`src/rtl/cipher_runner_pkg.sv`:
```
// Shared types and sizing helpers for the cipher test-vector runner.
package cipher_runner_pkg;

  typedef enum logic [2:0] {
    ST_IDLE    = 3'd0,
    ST_LOAD    = 3'd1,
    ST_UUT_RST = 3'd2,
    ST_RUN     = 3'd3,
    ST_EMIT    = 3'd4
  } state_e;

  localparam int unsigned STAT_PASS    = 0;
  localparam int unsigned STAT_TIMEOUT = 1;

  function automatic int unsigned KEY_BYTES(input int unsigned key_width);
    return key_width / 8;
  endfunction

  function automatic int unsigned BLK_BYTES(input int unsigned block_width);
    return block_width / 8;
  endfunction

  // Flags byte, key, input block, expected block.
  function automatic int unsigned VEC_BYTES(input int unsigned key_width,
                                            input int unsigned block_width);
    return 1 + KEY_BYTES(key_width) + 2 * BLK_BYTES(block_width);
  endfunction

  // Status byte, latency count, UUT output block.
  function automatic int unsigned REC_BYTES(input int unsigned block_width,
                                            input int unsigned cnt_width);
    return 1 + cnt_width / 8 + BLK_BYTES(block_width);
  endfunction

endpackage

```
`src/rtl/byte_serializer.sv`:
```
// Parallel-load, MSB-first byte shifter with valid/ready output handshake.
module byte_serializer #(
  parameter int unsigned NBYTES = 13
) (
  input  logic                  clk,
  input  logic                  rst,
  input  logic                  load,
  input  logic [NBYTES*8-1:0]   load_data,
  output logic [7:0]            out_data,
  output logic                  out_valid,
  input  logic                  out_ready,
  output logic                  last_fire
);

  localparam int unsigned CW = $clog2(NBYTES + 1);

  logic [NBYTES*8-1:0] sh_q, sh_d;
  logic [CW-1:0]       left_q, left_d;
  logic                valid_q, valid_d;
  logic                fire_s;

  // Next-state for the shift register and remaining-byte count.
  always_comb begin
    sh_d      = sh_q;
    left_d    = left_q;
    valid_d   = valid_q;
    fire_s    = valid_q && out_ready;
    last_fire = fire_s && (left_q == CW'(1));
    if (load) begin
      sh_d    = load_data;
      left_d  = CW'(NBYTES);
      valid_d = 1'b1;
    end else if (fire_s) begin
      sh_d    = {sh_q[NBYTES*8-9:0], 8'h00};
      left_d  = left_q - CW'(1);
      valid_d = (left_q != CW'(1));
    end else begin
      valid_d = valid_q;
    end
  end

  // Serializer state registers.
  always_ff @(posedge clk or negedge rst) begin
    if (!rst) begin
      sh_q    <= '0;
      left_q  <= '0;
      valid_q <= 1'b0;
    end else begin
      sh_q    <= sh_d;
      left_q  <= left_d;
      valid_q <= valid_d;
    end
  end

  assign out_data  = sh_q[NBYTES*8-1 -: 8];
  assign out_valid = valid_q;

endmodule

```
`src/rtl/cipher_vector_runner.sv`:
```
// Streaming test-vector sequencer: loads a vector, resets and runs the UUT,
// times it, checks the result and streams out a result record.
module cipher_vector_runner
  import cipher_runner_pkg::*;
#(
  parameter int unsigned BLOCK_WIDTH    = 64,
  parameter int unsigned KEY_WIDTH      = 80,
  parameter int unsigned CNT_WIDTH      = 32,
  parameter int unsigned RST_CYCLES     = 4,
  parameter int unsigned TIMEOUT_CYCLES = 65535
) (
  input  logic                   clk,
  input  logic                   rst,
  input  logic [7:0]             in_data,
  input  logic                   in_valid,
  output logic                   in_ready,
  output logic [7:0]             out_data,
  output logic                   out_valid,
  input  logic                   out_ready,
  output logic                   rst_uut,
  output logic [BLOCK_WIDTH-1:0] block_i_uut,
  output logic [KEY_WIDTH-1:0]   key_uut,
  output logic                   encdec_uut,
  input  logic [BLOCK_WIDTH-1:0] block_o_uut,
  input  logic                   end_uut,
  input  logic                   clr_cnt,
  output logic                   busy,
  output logic [15:0]            pass_cnt,
  output logic [15:0]            fail_cnt
);

  localparam int unsigned KB  = KEY_BYTES(KEY_WIDTH);
  localparam int unsigned BB  = BLK_BYTES(BLOCK_WIDTH);
  localparam int unsigned LB  = VEC_BYTES(KEY_WIDTH, BLOCK_WIDTH) - 1;
  localparam int unsigned RB  = REC_BYTES(BLOCK_WIDTH, CNT_WIDTH);
  localparam int unsigned BCW = $clog2(LB + 1);
  localparam int unsigned RCW = $clog2(RST_CYCLES + 1);

  state_e                 state_q, state_d;
  logic                   in_ready_q, in_ready_d;
  logic                   rst_uut_q, rst_uut_d;
  logic                   busy_q, busy_d;
  logic [KEY_WIDTH-1:0]   key_q, key_d;
  logic [BLOCK_WIDTH-1:0] blk_q, blk_d;
  logic [BLOCK_WIDTH-1:0] exp_q, exp_d;
  logic                   enc_q, enc_d;
  logic                   flag_q, flag_d;
  logic [BCW-1:0]         bcnt_q, bcnt_d;
  logic [RCW-1:0]         rcnt_q, rcnt_d;
  logic [CNT_WIDTH-1:0]   lat_q, lat_d;
  logic [15:0]            pass_cnt_q, pass_cnt_d;
  logic [15:0]            fail_cnt_q, fail_cnt_d;

  logic                   accept_s, ser_load_s, pass_s, timeout_s, done_s;
  logic [CNT_WIDTH-1:0]   cnt_s;
  logic [7:0]             status_s;

  // Sequencer next-state and datapath logic.
  always_comb begin
    state_d    = state_q;
    key_d      = key_q;
    blk_d      = blk_q;
    exp_d      = exp_q;
    enc_d      = enc_q;
    flag_d     = flag_q;
    bcnt_d     = bcnt_q;
    rcnt_d     = rcnt_q;
    lat_d      = lat_q;
    ser_load_s = 1'b0;
    pass_s     = 1'b0;
    timeout_s  = 1'b0;
    cnt_s      = lat_q;
    accept_s   = in_valid && in_ready_q;

    case (state_q)
      ST_IDLE: begin
        if (accept_s) begin
          flag_d  = in_data[0];
          bcnt_d  = '0;
          state_d = ST_LOAD;
        end else begin
          state_d = ST_IDLE;
        end
      end
      ST_LOAD: begin
        if (accept_s) begin
          if (bcnt_q < BCW'(KB)) begin
            key_d = {key_q[KEY_WIDTH-9:0], in_data};
          end else if (bcnt_q < BCW'(KB + BB)) begin
            blk_d = {blk_q[BLOCK_WIDTH-9:0], in_data};
          end else begin
            exp_d = {exp_q[BLOCK_WIDTH-9:0], in_data};
          end
          if (bcnt_q == BCW'(LB - 1)) begin
            enc_d   = flag_q;
            rcnt_d  = '0;
            state_d = ST_UUT_RST;
          end else begin
            bcnt_d = bcnt_q + BCW'(1);
          end
        end else begin
          state_d = ST_LOAD;
        end
      end
      ST_UUT_RST: begin
        lat_d = '0;
        if (rcnt_q == RCW'(RST_CYCLES - 1)) begin
          state_d = ST_RUN;
        end else begin
          rcnt_d = rcnt_q + RCW'(1);
        end
      end
      ST_RUN: begin
        if (end_uut) begin
          pass_s     = (block_o_uut == exp_q);
          ser_load_s = 1'b1;
          state_d    = ST_EMIT;
        end else if ((lat_q + CNT_WIDTH'(1)) == CNT_WIDTH'(TIMEOUT_CYCLES)) begin
          lat_d      = lat_q + CNT_WIDTH'(1);
          cnt_s      = lat_q + CNT_WIDTH'(1);
          timeout_s  = 1'b1;
          ser_load_s = 1'b1;
          state_d    = ST_EMIT;
        end else begin
          lat_d = lat_q + CNT_WIDTH'(1);
        end
      end
      ST_EMIT: begin
        if (done_s) begin
          state_d = ST_IDLE;
        end else begin
          state_d = ST_EMIT;
        end
      end
      default: state_d = ST_IDLE;
    endcase

    status_s               = 8'h00;
    status_s[STAT_PASS]    = pass_s;
    status_s[STAT_TIMEOUT] = timeout_s;

    // A same-cycle clear wins over the increment.
    if (clr_cnt) begin
      pass_cnt_d = 16'h0000;
      fail_cnt_d = 16'h0000;
    end else begin
      pass_cnt_d = pass_cnt_q;
      fail_cnt_d = fail_cnt_q;
      if (ser_load_s && pass_s && (pass_cnt_q != 16'hFFFF)) begin
        pass_cnt_d = pass_cnt_q + 16'h0001;
      end else if (ser_load_s && !pass_s && (fail_cnt_q != 16'hFFFF)) begin
        fail_cnt_d = fail_cnt_q + 16'h0001;
      end else begin
        pass_cnt_d = pass_cnt_q;
      end
    end

    in_ready_d = (state_d == ST_IDLE) || (state_d == ST_LOAD);
    rst_uut_d  = (state_d != ST_RUN);
    busy_d     = (state_d != ST_IDLE);
  end

  // Sequencer state and registered outputs.
  always_ff @(posedge clk or negedge rst) begin
    if (!rst) begin
      state_q    <= ST_IDLE;
      in_ready_q <= 1'b0;
      rst_uut_q  <= 1'b1;
      busy_q     <= 1'b0;
      key_q      <= '0;
      blk_q      <= '0;
      exp_q      <= '0;
      enc_q      <= 1'b0;
      flag_q     <= 1'b0;
      bcnt_q     <= '0;
      rcnt_q     <= '0;
      lat_q      <= '0;
      pass_cnt_q <= 16'h0000;
      fail_cnt_q <= 16'h0000;
    end else begin
      state_q    <= state_d;
      in_ready_q <= in_ready_d;
      rst_uut_q  <= rst_uut_d;
      busy_q     <= busy_d;
      key_q      <= key_d;
      blk_q      <= blk_d;
      exp_q      <= exp_d;
      enc_q      <= enc_d;
      flag_q     <= flag_d;
      bcnt_q     <= bcnt_d;
      rcnt_q     <= rcnt_d;
      lat_q      <= lat_d;
      pass_cnt_q <= pass_cnt_d;
      fail_cnt_q <= fail_cnt_d;
    end
  end

  byte_serializer #(.NBYTES(RB)) u_ser (
    .clk       (clk),
    .rst       (rst),
    .load      (ser_load_s),
    .load_data ({status_s, cnt_s, block_o_uut}),
    .out_data  (out_data),
    .out_valid (out_valid),
    .out_ready (out_ready),
    .last_fire (done_s)
  );

  assign in_ready    = in_ready_q;
  assign rst_uut     = rst_uut_q;
  assign busy        = busy_q;
  assign key_uut     = key_q;
  assign block_i_uut = blk_q;
  assign encdec_uut  = enc_q;
  assign pass_cnt    = pass_cnt_q;
  assign fail_cnt    = fail_cnt_q;

endmodule
```
`config.mk`:
```
export PLATFORM = sky130hd
export DESIGN_NAME = cipher_vector_runner
export DESIGN_NICKNAME = d
export VERILOG_FILES = /design/src/rtl/cipher_runner_pkg.sv /design/src/rtl/byte_serializer.sv /design/src/rtl/cipher_vector_runner.sv
export SDC_FILE = /design/constraint.sdc
export NUM_CORES = 1
export LEC_CHECK = 0
export ABC_AREA = 1
export CAP_MARGIN = 30
export CORE_MARGIN = 4
export CORE_UTILIZATION = 50
export DETAILED_ROUTE_END_ITERATION = 10
export MAX_ROUTING_LAYER = met4
export PLACE_DENSITY = 0.78
export SYNTH_ARGS = -nofsm -noshare
export SYNTH_HDL_FRONTEND = slang
export SYNTH_SLANG_ARGS = --single-unit
```
`constraint.sdc`:
```
create_clock -name clk -period 2.45 [get_ports clk]
set_input_delay 0.49 -clock clk [delete_from_list [all_inputs] [get_ports clk]]
set_output_delay 0.49 -clock clk [all_outputs]
set_load 0.01 [all_outputs]
```
==> impl_results.html <==
<table>
<tr><th>Metric</th><th>Value</th></tr>
<tr><th colspan="2">Pwr</th></tr>
<tr><td>Clk pwr share</td><td>around 22%</td></tr>
<tr><td>Switching power as a share of total power</td><td>37.75%</td></tr>
<tr><td>Post-route total power</td><td>between 30 and 40 mW</td></tr>
<tr><td>Total leakage power</td><td>around 14 nW</td></tr>
<tr><td>Switching power</td><td>approximately 12 mW</td></tr>
<tr><td>Sequential fraction of design power</td><td>roughly 36%</td></tr>
<tr><td>Design internal power</td><td>slightly below 20 mW</td></tr>
<tr><td>Proportion of power drawn by combinational gates</td><td>42.3%</td></tr>
<tr><td>P per Cell Area</td><td>approximately 1100 nW/um2</td></tr>
<tr><td>IR Drop Worst-Case VDD</td><td>0.7469 mV</td></tr>
<tr><th colspan="2">Clock network</th></tr>
<tr><td>Clock latency reported for the late side of the worst-skew pair</td><td>between 0.5 and 0.6 ns</td></tr>
<tr><td>Number of clock buffers inserted by TritonCTS</td><td>44</td></tr>
<tr><td>Reg clk slew, reported paths</td><td>about 0.060 ns</td></tr>
<tr><td>Clk sink count</td><td>between 300 and 400</td></tr>
<tr><td>H-tree level count</td><td>2</td></tr>
<tr><td>CTS tree</td><td>done</td></tr>
<tr><td>Buffer levels on the longest clock path</td><td>3</td></tr>
<tr><td>Root Driver</td><td>sky130_fd_sc_hd__clkbuf_16</td></tr>
<tr><th colspan="2">Route</th></tr>
<tr><td>Routed wirelength normalized by instance count</td><td>approximately 20 um</td></tr>
<tr><td>Detail Route Antenna Nets</td><td>0</td></tr>
<tr><td>Total wirelength of the detailed-routed design</td><td>approximately 69 mm</td></tr>
<tr><td>Via density</td><td>around 5.6</td></tr>
<tr><td>Vias</td><td>between 15000 and 20000</td></tr>
<tr><td>Iteration-0 DRC count of the detailed router</td><td>1937</td></tr>
<tr><td>Drt pass-1 iters</td><td>5</td></tr>
<tr><td>Drc violations</td><td>0</td></tr>
<tr><th colspan="2">Global routing</th></tr>
<tr><td>Wire length of the first global-routing pass</td><td>just over 100 mm</td></tr>
<tr><td>GRT Overall Usage</td><td>31.13%</td></tr>
<tr><td>Global route total overflow</td><td>0</td></tr>
<tr><td>Number of antenna violations at the first check in global routing</td><td>3</td></tr>
<tr><td>Vias in the first global route</td><td>roughly 19000</td></tr>
<tr><td>Largest net degree at the start of global routing</td><td>between 100 and 150</td></tr>
<tr><th colspan="2">Setup path</th></tr>
<tr><td>Category of the critical setup timing path</td><td>reg2reg</td></tr>
<tr><td>CP Launch Type</td><td>flop</td></tr>
<tr><td>Worst stage delay on the critical path</td><td>a little over 0.4 ns</td></tr>
<tr><td>Cell type with the highest occurrence count on the critical path</td><td>sky130_fd_sc_hd__nand2_1</td></tr>
<tr><td>Cell with the largest stage delay on the worst path</td><td>sky130_fd_sc_hd__dfrtp_1</td></tr>
<tr><td>Crit-path cells</td><td>buf_6 -&gt; buf_4 -&gt; nand3_1 -&gt; nor2_1 -&gt; nand4_1 -&gt; nand2_1 -&gt; nand2_1 -&gt; nor2_1 -&gt; nand2_1 -&gt; nor2_2 -&gt; nand3_4 -&gt; nand2_4 -&gt; buf_12 -&gt; nand2_8 -&gt; bufbuf_16 -&gt; nand3_1 -&gt; nand3_2</td></tr>
<tr><td>Startpoint of the most critical register-to-register path</td><td>lat_q[1]</td></tr>
<tr><td>Worst r2r dst</td><td>u_ser.sh_q[27]</td></tr>
<tr><td>Endpoint of the most critical setup path</td><td>u_ser.sh_q[27]</td></tr>
<tr><td>Reg-to-reg slack, setup</td><td>-0.39 ns</td></tr>
<tr><td>FF-to-FF path depth</td><td>17</td></tr>
<tr><td>Element type at the critical path end</td><td>flop</td></tr>
<tr><td>Data required time of the worst path</td><td>2.91 ns</td></tr>
<tr><td>Setup crit start</td><td>lat_q[1]</td></tr>
<tr><td>Crit-path max FO</td><td>8</td></tr>
<tr><td>Arrival time of data at the critical path endpoint</td><td>3.29 ns</td></tr>
<tr><th colspan="2">Run status</th></tr>
<tr><td>Failing checks</td><td>negative setup slack</td></tr>
<tr><td>Status</td><td>finished, violations left</td></tr>
<tr><th colspan="2">Yosys</th></tr>
<tr><td>Synth Area in Simple Gates</td><td>27.29%</td></tr>
<tr><td>Prevailing post-synth register cell</td><td>sky130_fd_sc_hd__dfrtp_1</td></tr>
<tr><td>Post-synthesis instance area</td><td>between 15000 and 20000 um2</td></tr>
<tr><td>Mean instance size in the synthesized netlist</td><td>between 8 and 9 um2</td></tr>
<tr><td>Leading cell types by total area after synthesis</td><td>sky130_fd_sc_hd__dfrtp_1 51%, sky130_fd_sc_hd__nand2_1 12%, sky130_fd_sc_hd__nand3_1 7.4%</td></tr>
<tr><td>Leading area contributor after synthesis</td><td>sky130_fd_sc_hd__dfrtp_1</td></tr>
<tr><td>Synthesized Nets</td><td>~2500</td></tr>
<tr><td>Fraction of the mapped netlist area in adder cells</td><td>less than 1%</td></tr>
<tr><td>Proportion of synthesized chip area in sequential cells</td><td>~51%</td></tr>
<tr><td>Number of enable-type register cells in the synthesized netlist</td><td>0</td></tr>
<tr><td>Number of library cell types mapped by synthesis</td><td>42</td></tr>
<tr><td>Area share of the largest cell type after synthesis</td><td>between 50% and 60%</td></tr>
<tr><td>Share of flip-flops with an asynchronous set or reset</td><td>100.0%</td></tr>
<tr><td>Flip-flop and latch count after synthesis</td><td>a little under 400</td></tr>
<tr><td>Dominant combinational cell family by area after synthesis</td><td>simple AND/OR/NAND/NOR gates</td></tr>
<tr><td>Xor/xnor share of the synthesized area</td><td>under 10%</td></tr>
<tr><td>Post-synthesis compound-gate area fraction</td><td>approximately 7.5%</td></tr>
<tr><td>Count of warnings emitted by yosys</td><td>0</td></tr>
<tr><td>Share of synthesized area spent on multiplexers</td><td>around 4%</td></tr>
<tr><td>Post-synthesis cell count</td><td>between 2000 and 2500</td></tr>
<tr><th colspan="2">Final layout</th></tr>
<tr><td>Share of final-layout standard cells stronger than drive strength 1</td><td>between 20% and 30%</td></tr>
<tr><td>Area added between synthesis and finish</td><td>45.19%</td></tr>
<tr><td>Fin util</td><td>around 74%</td></tr>
<tr><td>Final net count</td><td>between 2000 and 3000</td></tr>
<tr><th colspan="2">Run</th></tr>
<tr><td>Number of max-cap violations</td><td>0</td></tr>
<tr><th colspan="2">STA</th></tr>
<tr><td>Post-layout minimum cycle time</td><td>roughly 2.8 ns</td></tr>
<tr><td>Fmax achieved</td><td>0.3527 GHz</td></tr>
<tr><td>Final critical-path share of the clock period</td><td>115.7%</td></tr>
<tr><td>Hold violation count in the final report</td><td>0</td></tr>
<tr><td>Post-layout worst setup margin</td><td>-0.3855 ns</td></tr>
<tr><td>Worst slew margin</td><td>52.91%</td></tr>
<tr><td>Transition at the pin with the smallest max-transition slack</td><td>between 0.7 and 0.8 ns</td></tr>
<tr><td>RSZ-0062 raised after global routing</td><td>yes</td></tr>
<tr><td>Endpoints failing setup</td><td>around 130</td></tr>
<tr><td>Skew final</td><td>around 0.035 ns</td></tr>
<tr><td>Final count of pins violating max slew</td><td>0</td></tr>
<tr><th colspan="2">Die</th></tr>
<tr><td>Number of I/O pins</td><td>between 200 and 300</td></tr>
<tr><td>Cell Rows</td><td>71</td></tr>
<tr><td>Core region area</td><td>38020 um2</td></tr>
<tr><td>Width of the die</td><td>205.1 um</td></tr>
<tr><td>DIE AREA</td><td>approximately 42000 um2</td></tr>
<tr><td>Floorplan die height</td><td>about 210 um</td></tr>
<tr><td>Initial Util</td><td>between 50 and 60%</td></tr>
<tr><th colspan="2">Place</th></tr>
<tr><td>Estimated wirelength of the detail-placed design</td><td>between 40 and 50 mm</td></tr>
<tr><td>Routability-driven placement congestion ratio</td><td>between 0.9 and 1</td></tr>
<tr><td>IO buf count</td><td>266</td></tr>
<tr><th colspan="2">Min path</th></tr>
<tr><td>Path category of the worst min-delay check</td><td>in2reg</td></tr>
</table>
==> registers in the layout, summed over array words and instances, names as in the netlist, 3 cells and up <==
signal / count
key_uut: 80
u_ser.left_q: 4
bcnt_q: 5
state_q: 3
pass_cnt: 16
rcnt_q: 3
u_ser.sh_q: 104
exp_q: 64
block_i_uut: 64
lat_q: 32
fail_cnt: 16
==> area by class of cell <==
type	instances	area [um2]
multi-input cells	1619	9149
fillers	2661	9814
flip-flops and latches	397	9945
repair buffers	602	6047
clock inverters	13	251.5
clock buffers	60	1261
diodes	3	7.507
well taps	511	639.4
inverters	241	907.1
==> routing by layer <==
| layer | GRT usage [%] | wire, um |
|---|---|---|
| met4 | 11.94 | 3419 |
| met5 | - | 0 |
| met1 | 40.48 | 26760 |
| met3 | 3.736 | 4893 |
| met2 | 50.50 | 33880 |
==> cells in the final DEF, fill, tap and decap left out, types with 13 or more instances in the layout <==
cell type                         Yosys  layout
sky130_fd_sc_hd__a21oi_1             55      50
sky130_fd_sc_hd__xor2_1              27      27
sky130_fd_sc_hd__o22ai_1             22      22
sky130_fd_sc_hd__nand2_4              0      27
sky130_fd_sc_hd__nand2_1            609     552
sky130_fd_sc_hd__nand3_1            287     188
sky130_fd_sc_hd__clkbuf_16            0      52
sky130_fd_sc_hd__nor2_4               4      13
sky130_fd_sc_hd__buf_6               12      21
sky130_fd_sc_hd__nand4_1             40      40
sky130_fd_sc_hd__buf_4               18     262
sky130_fd_sc_hd__nand3_2              1      90
sky130_fd_sc_hd__nor2_2               5      17
sky130_fd_sc_hd__nor2_1             200     179
sky130_fd_sc_hd__o21ai_1              6      14
sky130_fd_sc_hd__nor3_1              29      29
sky130_fd_sc_hd__clkdlybuf4s50_1      0     259
sky130_fd_sc_hd__or2_2               17      16
sky130_fd_sc_hd__mux2_2              69      69
sky130_fd_sc_hd__nand2_2              7      35
sky130_fd_sc_hd__dfrtp_1            396     389
sky130_fd_sc_hd__o21ai_0            169     150
sky130_fd_sc_hd__inv_1              239     238
sky130_fd_sc_hd__buf_12               0      26
==> worst min path at each step <==
stage / depth (start not counted) / end / startpoint / slack [ns]
global placement: 2 / rcnt_q[1] / rcnt_q[1] / 0.46
floorplan: 0 / bcnt_q[0] / rst / 0.19
finish: 3 / u_ser.sh_q[22] / block_o_uut[22] / 0.30
CTS: 2 / block_i_uut[58] / rst / 0.46
detailed placement: 2 / exp_q[59] / exp_q[59] / 0.47
global route: 3 / u_ser.sh_q[1] / block_o_uut[1] / 0.30
==> logic make-up after synthesis <==
logic type | Yosys count
simple gates | 1226
flops | 397
buf+inv | 355
compound gates | 272
mux | 69
xor+xnor | 38
fa+ha+maj | 10
==> repair_timing <==
| item | in CTS | in global routing |
|---|---|---|
| setup endpoints to repair | 129 | 178 |
| cloned | 16 | 9 |
| resized for setup | 123 | 202 |
| hold endpoints to repair | 52 | 0 |
| pin swaps | 13 | 41 |
| hold buffers | 1 | 0 |
| buffers inserted | 17 | 17 |
==> per-stage QoR <==
stage,hold slack [ns],instances,instance area [um2],setup slack (ns),setup TNS (ns)
after floorplan,0.1944,2367,19430,0.1707,0
after global placement,0.4594,3311,24550,-0.5087,-34.75
after detailed placement,0.4737,3311,24550,-0.5460,-43.19
after CTS,0.4637,3418,27060,-0.1710,-13.76
after global routing,0.3024,3446,28210,-0.5130,-47.94
final,0.2988,3446,28210,-0.3855,-33.27
==> worst max-delay path: cells and delay by family, from the launching register on <==
| family | cells | cell delay (ns) |
|---|---|---|
| DFF | 1 | 0.41 |
| and+or+nand+nor | 13 | 1.62 |
| buffers and inverters | 4 | 0.69 |
==> synthesized netlist by cell type (17+ instances only) <==
| library cell | instances |
|---|---|
| sky130_fd_sc_hd__buf_4 | 18 |
| sky130_fd_sc_hd__o22ai_1 | 22 |
| sky130_fd_sc_hd__nand3_1 | 287 |
| sky130_fd_sc_hd__or2_2 | 17 |
| sky130_fd_sc_hd__o21ai_0 | 169 |
| sky130_fd_sc_hd__nand4_1 | 40 |
| sky130_fd_sc_hd__dfrtp_1 | 396 |
| sky130_fd_sc_hd__a21oi_1 | 55 |
| sky130_fd_sc_hd__nor3_1 | 29 |
| sky130_fd_sc_hd__inv_1 | 239 |
| sky130_fd_sc_hd__xor2_1 | 27 |
| sky130_fd_sc_hd__nand2_1 | 609 |
| sky130_fd_sc_hd__nor2_1 | 200 |
| sky130_fd_sc_hd__mux2_2 | 69 |
| sky130_fd_sc_hd__clkbuf_1 | 59 |
==> power groups by stage <==
stage	clock network [mW]	registers, mW	logic (mW)
floorplan	0	11.1	5.76
global placement	0	11.0	11.9
CTS	7.02	11.1	12.7
global route	7.35	11.5	14.5
detailed placement	0	11.1	12.3
finish	7.00	11.3	13.4
Power figures use the tool's default switching activity.
